**src/rtl/mem_access_unit.sv**
```systemverilog
// mem_access_unit
//   Multi-cycle load/store unit sitting between the execute stage and a
//   synchronous data RAM. It accepts one request at a time, formats store
//   data into byte lanes and extends load data. Faulting requests are
//   answered without touching the RAM.
//
// Ports
//   clk, rst_n           clock (rising edge), asynchronous active-low reset
//   req_valid/req_ready  request handshake; ready is high only when idle
//   L_type, S_type       load / store request
//   data_type            000 B, 001 H, 010 W, 100 BU, 101 HU
//   addr, data_in        byte address, LSB-aligned store data
//   resp_valid           one-cycle completion pulse
//   Read_data            formatted load data (0 for stores and faults)
//   misalign, illegal    fault flags, valid with resp_valid
//   ram_en/we/be/addr/wdata, ram_rdata   RAM interface
module mem_access_unit #(
  parameter int RAM_AW = 8,
  parameter int RD_LAT = 1   // 1..7
) (
  input  logic              clk,
  input  logic              rst_n,
  input  logic              req_valid,
  output logic              req_ready,
  input  logic              L_type,
  input  logic              S_type,
  input  logic [2:0]        data_type,
  input  logic [31:0]       addr,
  input  logic [31:0]       data_in,
  output logic              resp_valid,
  output logic [31:0]       Read_data,
  output logic              misalign,
  output logic              illegal,
  output logic              ram_en,
  output logic              ram_we,
  output logic [3:0]        ram_be,
  output logic [RAM_AW-1:0] ram_addr,
  output logic [31:0]       ram_wdata,
  input  logic [31:0]       ram_rdata
);

  typedef enum logic [1:0] {IDLE, ISSUE, WAIT, RESP} state_t;

  state_t state_reg, state_next;

  // Latched request attributes needed after accept
  logic              is_load_reg, is_load_next;
  logic [2:0]        dtype_reg, dtype_next;
  logic [1:0]        addr_lo_reg, addr_lo_next;
  logic [2:0]        cnt_reg, cnt_next;

  // Registered outputs
  logic              resp_valid_reg, resp_valid_next;
  logic [31:0]       read_data_reg, read_data_next;
  logic              misalign_reg, misalign_next;
  logic              illegal_reg, illegal_next;
  logic              ram_en_reg, ram_en_next;
  logic              ram_we_reg, ram_we_next;
  logic [3:0]        ram_be_reg, ram_be_next;
  logic [RAM_AW-1:0] ram_addr_reg, ram_addr_next;
  logic [31:0]       ram_wdata_reg, ram_wdata_next;

  // Request checks on the incoming request
  logic illegal_chk, misalign_chk;
  always_comb begin
    // 011, 110, 111 are undefined; 100/101 are load-only
    illegal_chk = (L_type & S_type)
                | (data_type[1:0] == 2'b11)
                | (data_type[2] & data_type[1])
                | (data_type[2] & S_type);
    misalign_chk = ((data_type[1:0] == 2'b01) & addr[0])
                 | ((data_type[1:0] == 2'b10) & (addr[1:0] != 2'b00));
  end

  // Store lane formatting from the incoming request
  logic [31:0] wdata_fmt;
  logic [3:0]  be_fmt;
  always_comb begin
    case (data_type[1:0])
      2'b00: begin
        wdata_fmt = {4{data_in[7:0]}};
        be_fmt    = 4'b0001 << addr[1:0];
      end
      2'b01: begin
        wdata_fmt = {2{data_in[15:0]}};
        be_fmt    = addr[1] ? 4'b1100 : 4'b0011;
      end
      default: begin
        wdata_fmt = data_in;
        be_fmt    = 4'b1111;
      end
    endcase
  end

  // Load lane extraction and extension
  logic [31:0] lane;
  logic [31:0] load_fmt;
  always_comb begin
    lane = ram_rdata >> {addr_lo_reg, 3'b000};
    case (dtype_reg)
      3'b000:  load_fmt = {{24{lane[7]}}, lane[7:0]};
      3'b001:  load_fmt = {{16{lane[15]}}, lane[15:0]};
      3'b100:  load_fmt = {24'd0, lane[7:0]};
      3'b101:  load_fmt = {16'd0, lane[15:0]};
      default: load_fmt = lane;
    endcase
  end

  always_comb begin
    state_next      = state_reg;
    is_load_next    = is_load_reg;
    dtype_next      = dtype_reg;
    addr_lo_next    = addr_lo_reg;
    cnt_next        = cnt_reg;
    resp_valid_next = 1'b0;
    read_data_next  = read_data_reg;
    misalign_next   = 1'b0;
    illegal_next    = 1'b0;
    ram_en_next     = 1'b0;
    ram_we_next     = 1'b0;
    ram_be_next     = 4'b0000;
    ram_addr_next   = ram_addr_reg;
    ram_wdata_next  = ram_wdata_reg;

    case (state_reg)
      IDLE: begin
        if (req_valid && (L_type || S_type)) begin
          is_load_next = L_type & ~S_type;
          dtype_next   = data_type;
          addr_lo_next = addr[1:0];
          if (illegal_chk || misalign_chk) begin
            // Answer straight away; the RAM is never strobed
            state_next      = RESP;
            resp_valid_next = 1'b1;
            illegal_next    = illegal_chk;
            misalign_next   = misalign_chk & ~illegal_chk;
            read_data_next  = 32'd0;
          end else begin
            state_next    = ISSUE;
            ram_en_next   = 1'b1;
            ram_addr_next = addr[RAM_AW+1:2];
            if (S_type) begin
              ram_we_next    = 1'b1;
              ram_be_next    = be_fmt;
              ram_wdata_next = wdata_fmt;
            end
          end
        end
      end
      ISSUE: begin
        if (is_load_reg) begin
          state_next = WAIT;
          cnt_next   = 3'(RD_LAT - 1);
        end else begin
          state_next      = RESP;
          resp_valid_next = 1'b1;
          read_data_next  = 32'd0;
        end
      end
      WAIT: begin
        // Counter hits zero in the cycle ram_rdata becomes valid
        if (cnt_reg == 3'd0) begin
          state_next      = RESP;
          resp_valid_next = 1'b1;
          read_data_next  = load_fmt;
        end else begin
          cnt_next = cnt_reg - 3'd1;
        end
      end
      default: state_next = IDLE;  // RESP
    endcase
  end

  always_ff @(posedge clk or negedge rst_n) begin
    if (!rst_n) begin
      state_reg      <= IDLE;
      is_load_reg    <= 1'b0;
      dtype_reg      <= 3'd0;
      addr_lo_reg    <= 2'd0;
      cnt_reg        <= 3'd0;
      resp_valid_reg <= 1'b0;
      read_data_reg  <= 32'd0;
      misalign_reg   <= 1'b0;
      illegal_reg    <= 1'b0;
      ram_en_reg     <= 1'b0;
      ram_we_reg     <= 1'b0;
      ram_be_reg     <= 4'd0;
      ram_addr_reg   <= '0;
      ram_wdata_reg  <= 32'd0;
    end else begin
      state_reg      <= state_next;
      is_load_reg    <= is_load_next;
      dtype_reg      <= dtype_next;
      addr_lo_reg    <= addr_lo_next;
      cnt_reg        <= cnt_next;
      resp_valid_reg <= resp_valid_next;
      read_data_reg  <= read_data_next;
      misalign_reg   <= misalign_next;
      illegal_reg    <= illegal_next;
      ram_en_reg     <= ram_en_next;
      ram_we_reg     <= ram_we_next;
      ram_be_reg     <= ram_be_next;
      ram_addr_reg   <= ram_addr_next;
      ram_wdata_reg  <= ram_wdata_next;
    end
  end

  assign req_ready  = (state_reg == IDLE);
  assign resp_valid = resp_valid_reg;
  assign Read_data  = read_data_reg;
  assign misalign   = misalign_reg;
  assign illegal    = illegal_reg;
  assign ram_en     = ram_en_reg;
  assign ram_we     = ram_we_reg;
  assign ram_be     = ram_be_reg;
  assign ram_addr   = ram_addr_reg;
  assign ram_wdata  = ram_wdata_reg;

  // Address bits above the RAM window are not decoded
  logic unused_addr_bits;
  assign unused_addr_bits = ^addr[31:RAM_AW+2];

endmodule
```
**config.mk**
```make
export PLATFORM = sky130hd
export DESIGN_NAME = mem_access_unit
export DESIGN_NICKNAME = d
export VERILOG_FILES = /design/src/rtl/mem_access_unit.sv
export SDC_FILE = /design/constraint.sdc
export NUM_CORES = 1
export LEC_CHECK = 0
export CAP_MARGIN = 20
export CORE_ASPECT_RATIO = 1.4
export CORE_MARGIN = 2
export CORE_UTILIZATION = 44
export CTS_CLUSTER_DIAMETER = 200
export DETAILED_ROUTE_END_ITERATION = 16
export PLACE_DENSITY_LB_ADDON = 0.15
export SYNTH_ARGS = -nofsm -noshare
export SYNTH_HDL_FRONTEND = slang
export SYNTH_SLANG_ARGS = --single-unit
```
**constraint.sdc**
```tcl
create_clock -name clk -period 2.32 [get_ports clk]
set_input_delay 0.696 -clock clk [delete_from_list [all_inputs] [get_ports clk]]
set_output_delay 0.696 -clock clk [all_outputs]
set_load 0.01 [all_outputs]
```
### Yosys cells after proc, flatten, opt, wreduce, memory -nomap -nowiden

Index checks and enable logic that the tools add are counted.

* output and inout bits: 82
* word-level logic and storage cells: 100
* bits in registers: 92
* input port bits: 104

* reduce and logical (&&, ||, !) cells: 16
* shift-type cells: 2
* equal/unequal tests: 14
* bitwise operators: 14
* muxes and demuxes: 39
* add/sub/neg operators: 1

Operators by type and width (number)
* $mux 32: 4
* $pmux 32 s4: 1
* $pmux 32 s3: 1
* $pmux 32 s2: 1
* $shr 32x5->32: 1
* $mux 4: 5
* $mux 1: 18
* $ne 2x2->1 const B: 4
* $pmux 4 s2: 1
* $and 1x1->1: 7
* $eq 2x2->1 const B: 3
* $eq 3x3->1 const B: 2
* $logic_not 3->1: 2
* $mux 2: 3
* $mux 3: 2
* $pmux 2 s3: 1
* $pmux 3 s2: 1
* $reduce_and 3->1: 2
* $reduce_and 5->1: 1
* $eq 2x1->1 const B: 2
* $logic_not 2->1: 2
* $ne 2x1->1 const B: 2
* $or 1x1->1: 4
* $reduce_and 2->1: 2
* other kinds (10): 14

### Depth between registers and ports, before layout

Gate-level depths: netlist of run 1.

* word-level depth: 9
* mapped depth: 10
* gate-level depth less buffers: 8

### Least setup slack after synthesis of run 1

Ideal clock, no wire load.

* path kind: input to register
* start point: input data_type[0]
* end point: register ram_wdata_reg[26], in the netlist ram_wdata[26]
* path buffers: 2
* cell stages on the path: 8
* data arrival time: 2.107 ns
* data required time: 2.193 ns
* setup time: 0.127 ns
* path slack: 0.085 ns
* path through: buf_6 > o21ai_2 > nand2_2 > nor3_4 > nand2_4 > clkinv_2 > buf_6 > mux2_1

* longest elaborated chain between the ends: 7
* elaborated cells between the ends (all ways): 14
* classes of those cells: eq/ne (3); mux (1); bitwise (7); reduce/logical (3)

RTL lines
* start: declaration: RTL line 27 `input logic [2:0] data_type,`
* $eq 2x2->1: RTL line 68 `| (data_type[1:0] == 2'b11)`
* $or 1x1->1: RTL line 68
* $or 1x1->1: RTL line 69 `| (data_type[2] & data_type[1])`
* $or 1x1->1: RTL line 70 `| (data_type[2] & S_type);`
* $logic_or 1x1->1: RTL line 131 `if (illegal_chk || misalign_chk) begin`
* $not 1->1 (no source line)
* $reduce_and 4->1 (no source line)
* end signal: assignment: RTL line 204 `ram_wdata_reg <= ram_wdata_next;`
* end: declaration: RTL line 61 `logic [31:0] ram_wdata_reg, ram_wdata_next;`

Parallel ways exist; a longest one is shown, timed or not.
A chain may end at the register's enable or synchronous reset.

### Worst setup path after layout of run 1

* start point: input ram_rdata[7]
* end point: register read_data_reg[15], in the netlist Read_data[15]

* longest elaborated chain between the ends: 4

RTL lines
* start: declaration: RTL line 39 `input logic [31:0] ram_rdata`
* $shr 32x5->32: RTL line 99 `lane = ram_rdata >> {addr_lo_reg, 3'b000};`
* $pmux 32 s4: RTL line 100 `case (dtype_reg)`
* $mux 32: RTL line 162 `if (cnt_reg == 3'd0) begin`
* $pmux 32 s3: RTL line 125 `case (state_reg)`
* end signal: assignment: RTL line 197 `read_data_reg <= read_data_next;`
* end: declaration: RTL line 54 `logic [31:0] read_data_reg, read_data_next;`

Every way passes these cells. The select of a mux whose other input is x is not followed.

==> results of run 1 <==
==> per-layer routing <==
metal  GRT usage [%]  vias up
li1                -     1951
met1           25.08     1963
met2           42.95      134
met3           6.014       17
met4           7.287        0
met5               0        -
==> how the worst min path moves through the flow <==
stage,end,startpoint,slack [ns],cells past startpoint
floorplan,Read_data[0]$_DFFE_PN0P_,rst_n,0.40,0
global placement,ram_wdata[4]$_DFFE_PN0P_,ram_wdata[4]$_DFFE_PN0P_,0.47,1
detailed placement,ram_wdata[29]$_DFFE_PN0P_,ram_wdata[29]$_DFFE_PN0P_,0.48,1
CTS,ram_addr[4]$_DFFE_PN0P_,rst_n,0.43,2
global route,cnt_reg[2]$_DFFE_PN0P_,rst_n,0.45,2
finish,ram_addr[4]$_DFFE_PN0P_,rst_n,0.40,2
==> per-stage QoR <==
stage                     total power [mW]  area, um^2
after global placement               6.732        6754
after CTS                            8.355        7062
final                                8.316        7106
after detailed placement             6.827        6754
after floorplan                      4.855        4778
after global routing                 8.841        7106
==> synthesized netlist by cell type, drive strengths merged <==
cell type,number
a211oi,1
a21o,2
a21oi,49
a22o,11
a22oi,2
a31oi,5
a32o,8
and3,1
and4,1
buf,19
clkbuf,10
clkinv,1
dfrtp,92
ha,6
inv,25
mux2,35
mux2i,59
mux4,1
nand2,37
nand2b,3
nand3b,1
nor2,23
nor2b,7
nor3,4
nor3b,1
o211ai,8
o21ai,25
o21bai,2
o31ai,4
or2,1
==> power breakdown <==
part	leakage (nW)	internal (mW)	total [mW]	switching [mW]
sequential	1.19	2.24	2.67	0.428
clock	0.146	0.869	1.49	0.624
combinational	1.85	2.22	4.16	1.93
total	3.19	5.33	8.32	2.99
==> critical path, delay by kind of cell <==
family	cells	cell delay, ns
multiplexers	1	0.52
buffers and inverters	1	0.47
AND/OR/NAND/NOR	1	0.16
AO/OA/AOI/OAI	3	0.61
==> what timing repair did <==
action | in CTS | in global routing
resized for setup | 4 | 9
setup endpoints to repair | 25 | 55
buffers inserted | 0 | 1
pin swaps | 0 | 2
cloned | 0 | 0
==> area by class of cell <==
class | instances | area share [%]
Tap cell | 141 | 2.483
Clock inverter | 5 | 0.8452
Inverter | 26 | 1.391
Sequential cell | 92 | 32.40
Multi-Input combinational cell | 297 | 31.52
Timing Repair Buffer | 205 | 27.95
Clock buffer | 11 | 3.416
==> cells by family (layout without fill, tap and decap cells) <==
family,Yosys count,after routing,share of synthesized area [%]
multiplexers,95,95,21.08
buffers and inverters,55,247,5.734
AO/OA/AOI/OAI,117,117,15.79
adder cells (fa/ha/maj),6,6,1.571
AND/OR/NAND/NOR,79,79,7.646
flip-flops,92,92,48.18
==> metrics.md, run 1 <==
| Metric | Value |
|---|---|
| Outcome | finished, final reports clean |
| Top cell type's share of synthesized area | between 40% and 50% |
| Crit path kind | primary input to flop |
| Relative slew slack | 60.55% |
| Setup TNS | 0 ns |
| Total Routing Usage GR | a little under a quarter |
| Hold Path Class | primary input to asynchronous set/reset pin |
| Die area | 0.01172 mm^2 |
| Starting Density | 44.67% |
| Largest net degree at the start of global routing | 93 |
| Clk root buf | clkbuf_16 |
| M1 WL | 4.811 mm |
| Pwr dens | 1170 mW/mm^2 |
| Distinct cells, synth | 43 |
| Reg-to-Reg End | Read_data[15]$_DFFE_PN0P_ |
| Maxcap violations | 0 |
| Die width | roughly 90 um |
| Hpwl dp | 9.872 mm |
| Drt via density | 5.232 |
| Maximum VDD drop | approximately 0.54 mV |
| First-pass GRT wire length | approximately 21 mm |
| Gate Count Post-Synth | between 400 and 500 |
| Post-synthesis cell area | approximately 0.0048 mm^2 |
| Commonest cells after routing, fill and taps aside | clkdlybuf4s50_1 (159), dfrtp_1 (92), mux2i_1 (59) |
| Antenna cells | 0 |
| Metal2 WL | around 7 mm |
| Worst-margin pin slew | around 0.59 ns |
| Area leader, netlist | dfrtp_1 |
| Top cells by area, synth | dfrtp_1 (48%), mux2i_1 (12%), a21oi_1 (5.0%) |
| Fin. max-slew vios | 0 |
| Commonest non-fill, non-tap cell in the layout | clkdlybuf4s50_1 |
| Final nets | between 700 and 800 |
| Max Freq | approximately 450 MHz |
| Drt drc | 0 |
| Die Ht | between 100 and 150 um |
| R2r startpoint | addr_lo_reg[1]$_DFFE_PN0P_ |
| Mean Syn Cell Area | ~11 um^2 |
| CTS tree | done |
| Rows | 45 |
| Area delta synth->final | 48.70% |
| Filler instances | 872 |
| Worst EP arrival | roughly 2.5 ns |
| R2R Setup Slk | 0.35 ns |
| Crit. End Element | flop |
| #FFs+latches synth | between 90 and 100 |
| Fin crit share | approximately 97% |
| Num CTS Buffers | 9 |
| Final setup viols | 0 |
| Htree depth | 3 |
| Sequential area share after synthesis | between 40% and 50% |
| Top-Level Pins | 186 |
| Met3 wire len | approximately 990 um |
| Setup crit end | Read_data[15]$_DFFE_PN0P_ |
| Max layer used | met4 |
| Worst Clk Skew | around 0.0052 ns |
| Grt ovf | 0 |
| CTS max path bufs | 2 |
| Drt wl/cell | around 17 um |
| Routed wire length | approximately 13 mm |
| Via Count | roughly 4100 |
| Vias in the first global route | approximately 4300 |
| Drt pass-1 iters | 4 |
| CTS clk-pin slew, worst paths | 0.07 ns |
| Dpl cells | 760 |
| Synth Net Count | approximately 550 |
| Antenna violations before repair | 0 |
| Worst Setup SP | ram_rdata[7] |
| Setup slack after placement | -0.4095 ns |
| Worst path max stage delay | around 0.52 ns |
| Final hold slack | approximately 0.4 ns |
| Slowest-stage cell, CP | mux4_2 |
| # clock sinks | between 90 and 100 |
| Leak pwr | between 3 and 4 nW |
| Min cycle time layout | 2.245 ns |
| Footprint of the multi-input gates | 0.002240 mm^2 |
| Core Util, Final | around 66% |
| GPL Wtd Cong | between 0.8 and 0.9 |
| DR iter-0 viols | around 150 |
| Synthesis warning total | 0 |
| Register Area | 0.002302 mm^2 |
| Later-pin clock latency in the skew report | 0.34 ns |
| Core area | around 0.011 mm^2 |
| Critical path required time | around 2.5 ns |
| Critical path cell sequence | clkdlybuf4s50_1, mux4_2, nor2b_1, o31ai_2, a211oi_4, a22o_1 |
| Unrepaired setup endpoints after global routing | no |
| Startpoint class of the critical path | primary input |
| Fin. Hold Viols | 0 |
| Hold_buf cts | 0 |
| PortBufs | 163 |
| Setup ws final | 0.07502 ns |
| Post-Layout Cell Count | roughly 780 |
| R2R cell count | 5 |
| Antenna Nets Post-Route | 0 |
| CP max FO | 8 |
| Share of layout cells above drive strength 1 | approximately 15% |
(Power assumes the default switching activity.)
==> inputs of run 2 (changes only) <==
- CORE_UTILIZATION: 44 -> 30
==> run 2 against run 1 <==
Setup slack better by 0.033 ns. Critical path type unchanged. Largest cell class unchanged. Design area grew 2.0%. Highest routed layer unchanged. Sequential cell count unchanged.
==> metrics.md, run 2 (same netlist as run 1, synthesis figures left out) <==
| Metric | Value |
|---|---|
| Commonest non-fill, non-tap cell in the layout | clkdlybuf4s50_1 (unchanged) |
| Htree depth | 3 (unchanged) |
| Vias in the first global route | 4397 (was 4253) |
| Fin. Hold Viols | 0 (unchanged) |
| CTS max path bufs | 2 (unchanged) |
| Clk root buf | clkbuf_16 (unchanged) |
| Die width | 110.7 um (was 92.08 um) |
| Top-Level Pins | 186 (unchanged) |
| CTS clk-pin slew, worst paths | 0.07 ns (about the same) |
| Worst-margin pin slew | 0.5493 ns (was 0.5896 ns) |
| # clock sinks | 92 (unchanged) |
| Reg power frac | 31.8% (was 32.1%) |
| Crit. End Element | flop (unchanged) |
| Setup TNS | 0 ns (unchanged) |
| Drt via density | 4.883 (was 5.232) |
| Maximum VDD drop | 0.5440 mV (was 0.5358 mV) |
| Post-Layout Cell Count | 839 (was 777) |
| Startpoint class of the critical path | primary input (unchanged) |
| Die Ht | 153.3 um (was 127.3 um) |
| Combinational share of power | 49.8% (was 50.0%) |
| Core area | 0.01561 mm^2 (was 0.01070 mm^2) |
| CTS tree | done (unchanged) |
| CP max FO | 17 (was 8) |
| Via Count | 4097 (was 4065) |
| Fin. max-slew vios | 0 (unchanged) |
| Crit path kind | primary input to flop (unchanged) |
| Net Sw Power | 3.029 mW (was 2.985 mW) |
| Unrepaired setup endpoints after global routing | no (unchanged) |
| Clock power frac | 18.4% (was 17.9%) |
| Hold Path Class | primary input to asynchronous set/reset pin (unchanged) |
| Hpwl dp | 10.99 mm (was 9.872 mm) |
| PortBufs | 163 (unchanged) |
| Routed wire length | 14.09 mm (was 12.96 mm) |
| First-pass GRT wire length | 22.67 mm (was 21.25 mm) |
| Antenna violations before repair | 1 (was 0) |
| Commonest cells after routing, fill and taps aside | clkdlybuf4s50_1 (158), dfrtp_1 (92), mux2i_1 (59) (was clkdlybuf4s50_1 (159), dfrtp_1 (92), mux2i_1 (59)) |
| Critical path required time | 2.54 ns (about the same) |
| Rows | 54 (was 45) |
| Drt drc | 0 (unchanged) |
| Drt wl/cell | 16.79 um (was 16.68 um) |
| Final nets | 747 (was 741) |
| Outcome | finished, final reports clean (unchanged) |
| Worst Clk Skew | 0.008430 ns (was 0.005187 ns) |
| Max Freq | 452.0 MHz (was 445.4 MHz) |
| Maxcap violations | 0 (unchanged) |
| Hold_buf cts | 0 (unchanged) |
| Worst EP arrival | 2.43 ns (was 2.47 ns) |
| Later-pin clock latency in the skew report | 0.33 ns (was 0.34 ns) |
| Grt ovf | 0 (unchanged) |
| Final setup viols | 0 (unchanged) |
| Leak pwr | 3.225 nW (was 3.185 nW) |
| Drt pass-1 iters | 4 (unchanged) |
| Num CTS Buffers | 9 (unchanged) |
| Pwr Total | 8.450 mW (was 8.316 mW) |
| Share of layout cells above drive strength 1 | 15.58% (was 15.09%) |
| Cell-internal power | 5.421 mW (was 5.331 mW) |
| GPL Wtd Cong | 0.8287 (was 0.8819) |
| Pwr dens | 1166 mW/mm^2 (was 1170 mW/mm^2) |
| Die area | 0.01697 mm^2 (was 0.01172 mm^2) |
| Largest net degree at the start of global routing | 40 (was 93) |
| Relative slew slack | 63.30% (was 60.55%) |
| Final hold slack | 0.2040 ns (was 0.3981 ns) |
| Min cycle time layout | 2.212 ns (was 2.245 ns) |
| Starting Density | 30.62% (was 44.67%) |
| Antenna Nets Post-Route | 0 (unchanged) |
| DR iter-0 viols | 109 (was 153) |
| Fin crit share | 95.35% (was 96.77%) |
| Switch share | 35.84% (was 35.89%) |
| Total Routing Usage GR | 16.44% (was 22.94%) |
| Area delta synth->final | 51.61% (was 48.70%) |
| Dpl cells | 822 (was 760) |
-- run 2: changes by cell type in the layout (fill, tap and decap cells not counted), moves of 2 or more --
cell	previous run	this run
dlygate4sd2_1	1	3
buf_4	40	44
inv_6	1	3
buf_12	3	5
-- run 2: worst paths after layout --
kind,slack [ns],depth (start not counted),from,end
worst max-delay path,0.11,9,addr[0],ram_wdata[1]$_DFFE_PN0P_
worst min-delay path,0.20,1,rst_n,Read_data[17]$_DFFE_PN0P_
worst max register to register,0.29,6,addr_lo_reg[1]$_DFFE_PN0P_,Read_data[23]$_DFFE_PN0P_
worst min register to register,0.49,1,ram_wdata[0]$_DFFE_PN0P_,ram_wdata[0]$_DFFE_PN0P_
max in group asynchronous,1.50,2,rst_n,Read_data[27]$_DFFE_PN0P_
min in group clk,0.49,1,ram_wdata[0]$_DFFE_PN0P_,ram_wdata[0]$_DFFE_PN0P_
-- run 2: per-layer routing --
metal | GRT usage, % | wire length, um | vias up
met5 | 0 | 0 | -
met4 | 4.226 | 189 | 0
met3 | 4.837 | 1002 | 11
met2 | 31.11 | 7505 | 149
met1 | 17.75 | 5388 | 1980
li1 | - | - | 1957
-- run 2: layout make-up --
type | instances | area, um^2
Antenna cell | 1 | 2.502
Clock buffer | 11 | 252.7
Clock inverter | 5 | 65.06
Fill cell | 1477 | 8363
Inverter | 26 | 98.84
Multi-Input combinational cell | 297 | 2227
Sequential cell | 92 | 2302
Tap cell | 196 | 245.2
Timing Repair Buffer | 211 | 2051
-- run 2: power by group through the flow --
stage | sequential [mW] | combinational [mW] | clock (mW)
after floorplan | 2.84 | 2.01 | 0
after global routing | 2.78 | 4.58 | 1.66
final | 2.69 | 4.20 | 1.56
after global placement | 2.69 | 4.19 | 0
after detailed placement | 2.71 | 4.22 | 0
after CTS | 2.70 | 4.25 | 1.61
-- run 2: timing repair --
item                                    CTS  global route
setup buffers                             0             0
cloned                                    0             0
endpoints found under the setup margin   39            19
pin swaps                                 1             0
resized for setup                         7             3
-- run 2: critical path, cell delays in order --
cell and delay [ns]:
clkdlybuf4s50_1 0.46, nor2_2 0.19, o31ai_4 0.08, buf_4 0.15
nor3_4 0.21, nand2_4 0.07, clkinv_2 0.08, buf_12 0.15
mux2_1 0.33
-- run 2: stage by stage --
| stage | cell area, um^2 | utilization, % | worst slack (ns) |
|---|---|---|---|
| after floorplan | 4778 | - | 0.08527 |
| after global placement | 6900 | 44.21 | -0.4259 |
| after detailed placement | 6900 | 44.21 | -0.4633 |
| after CTS | 7232 | 46.34 | 0.01070 |
| after global routing | 7244 | 46.42 | 0.001152 |
| final | 7244 | 46.42 | 0.1078 |
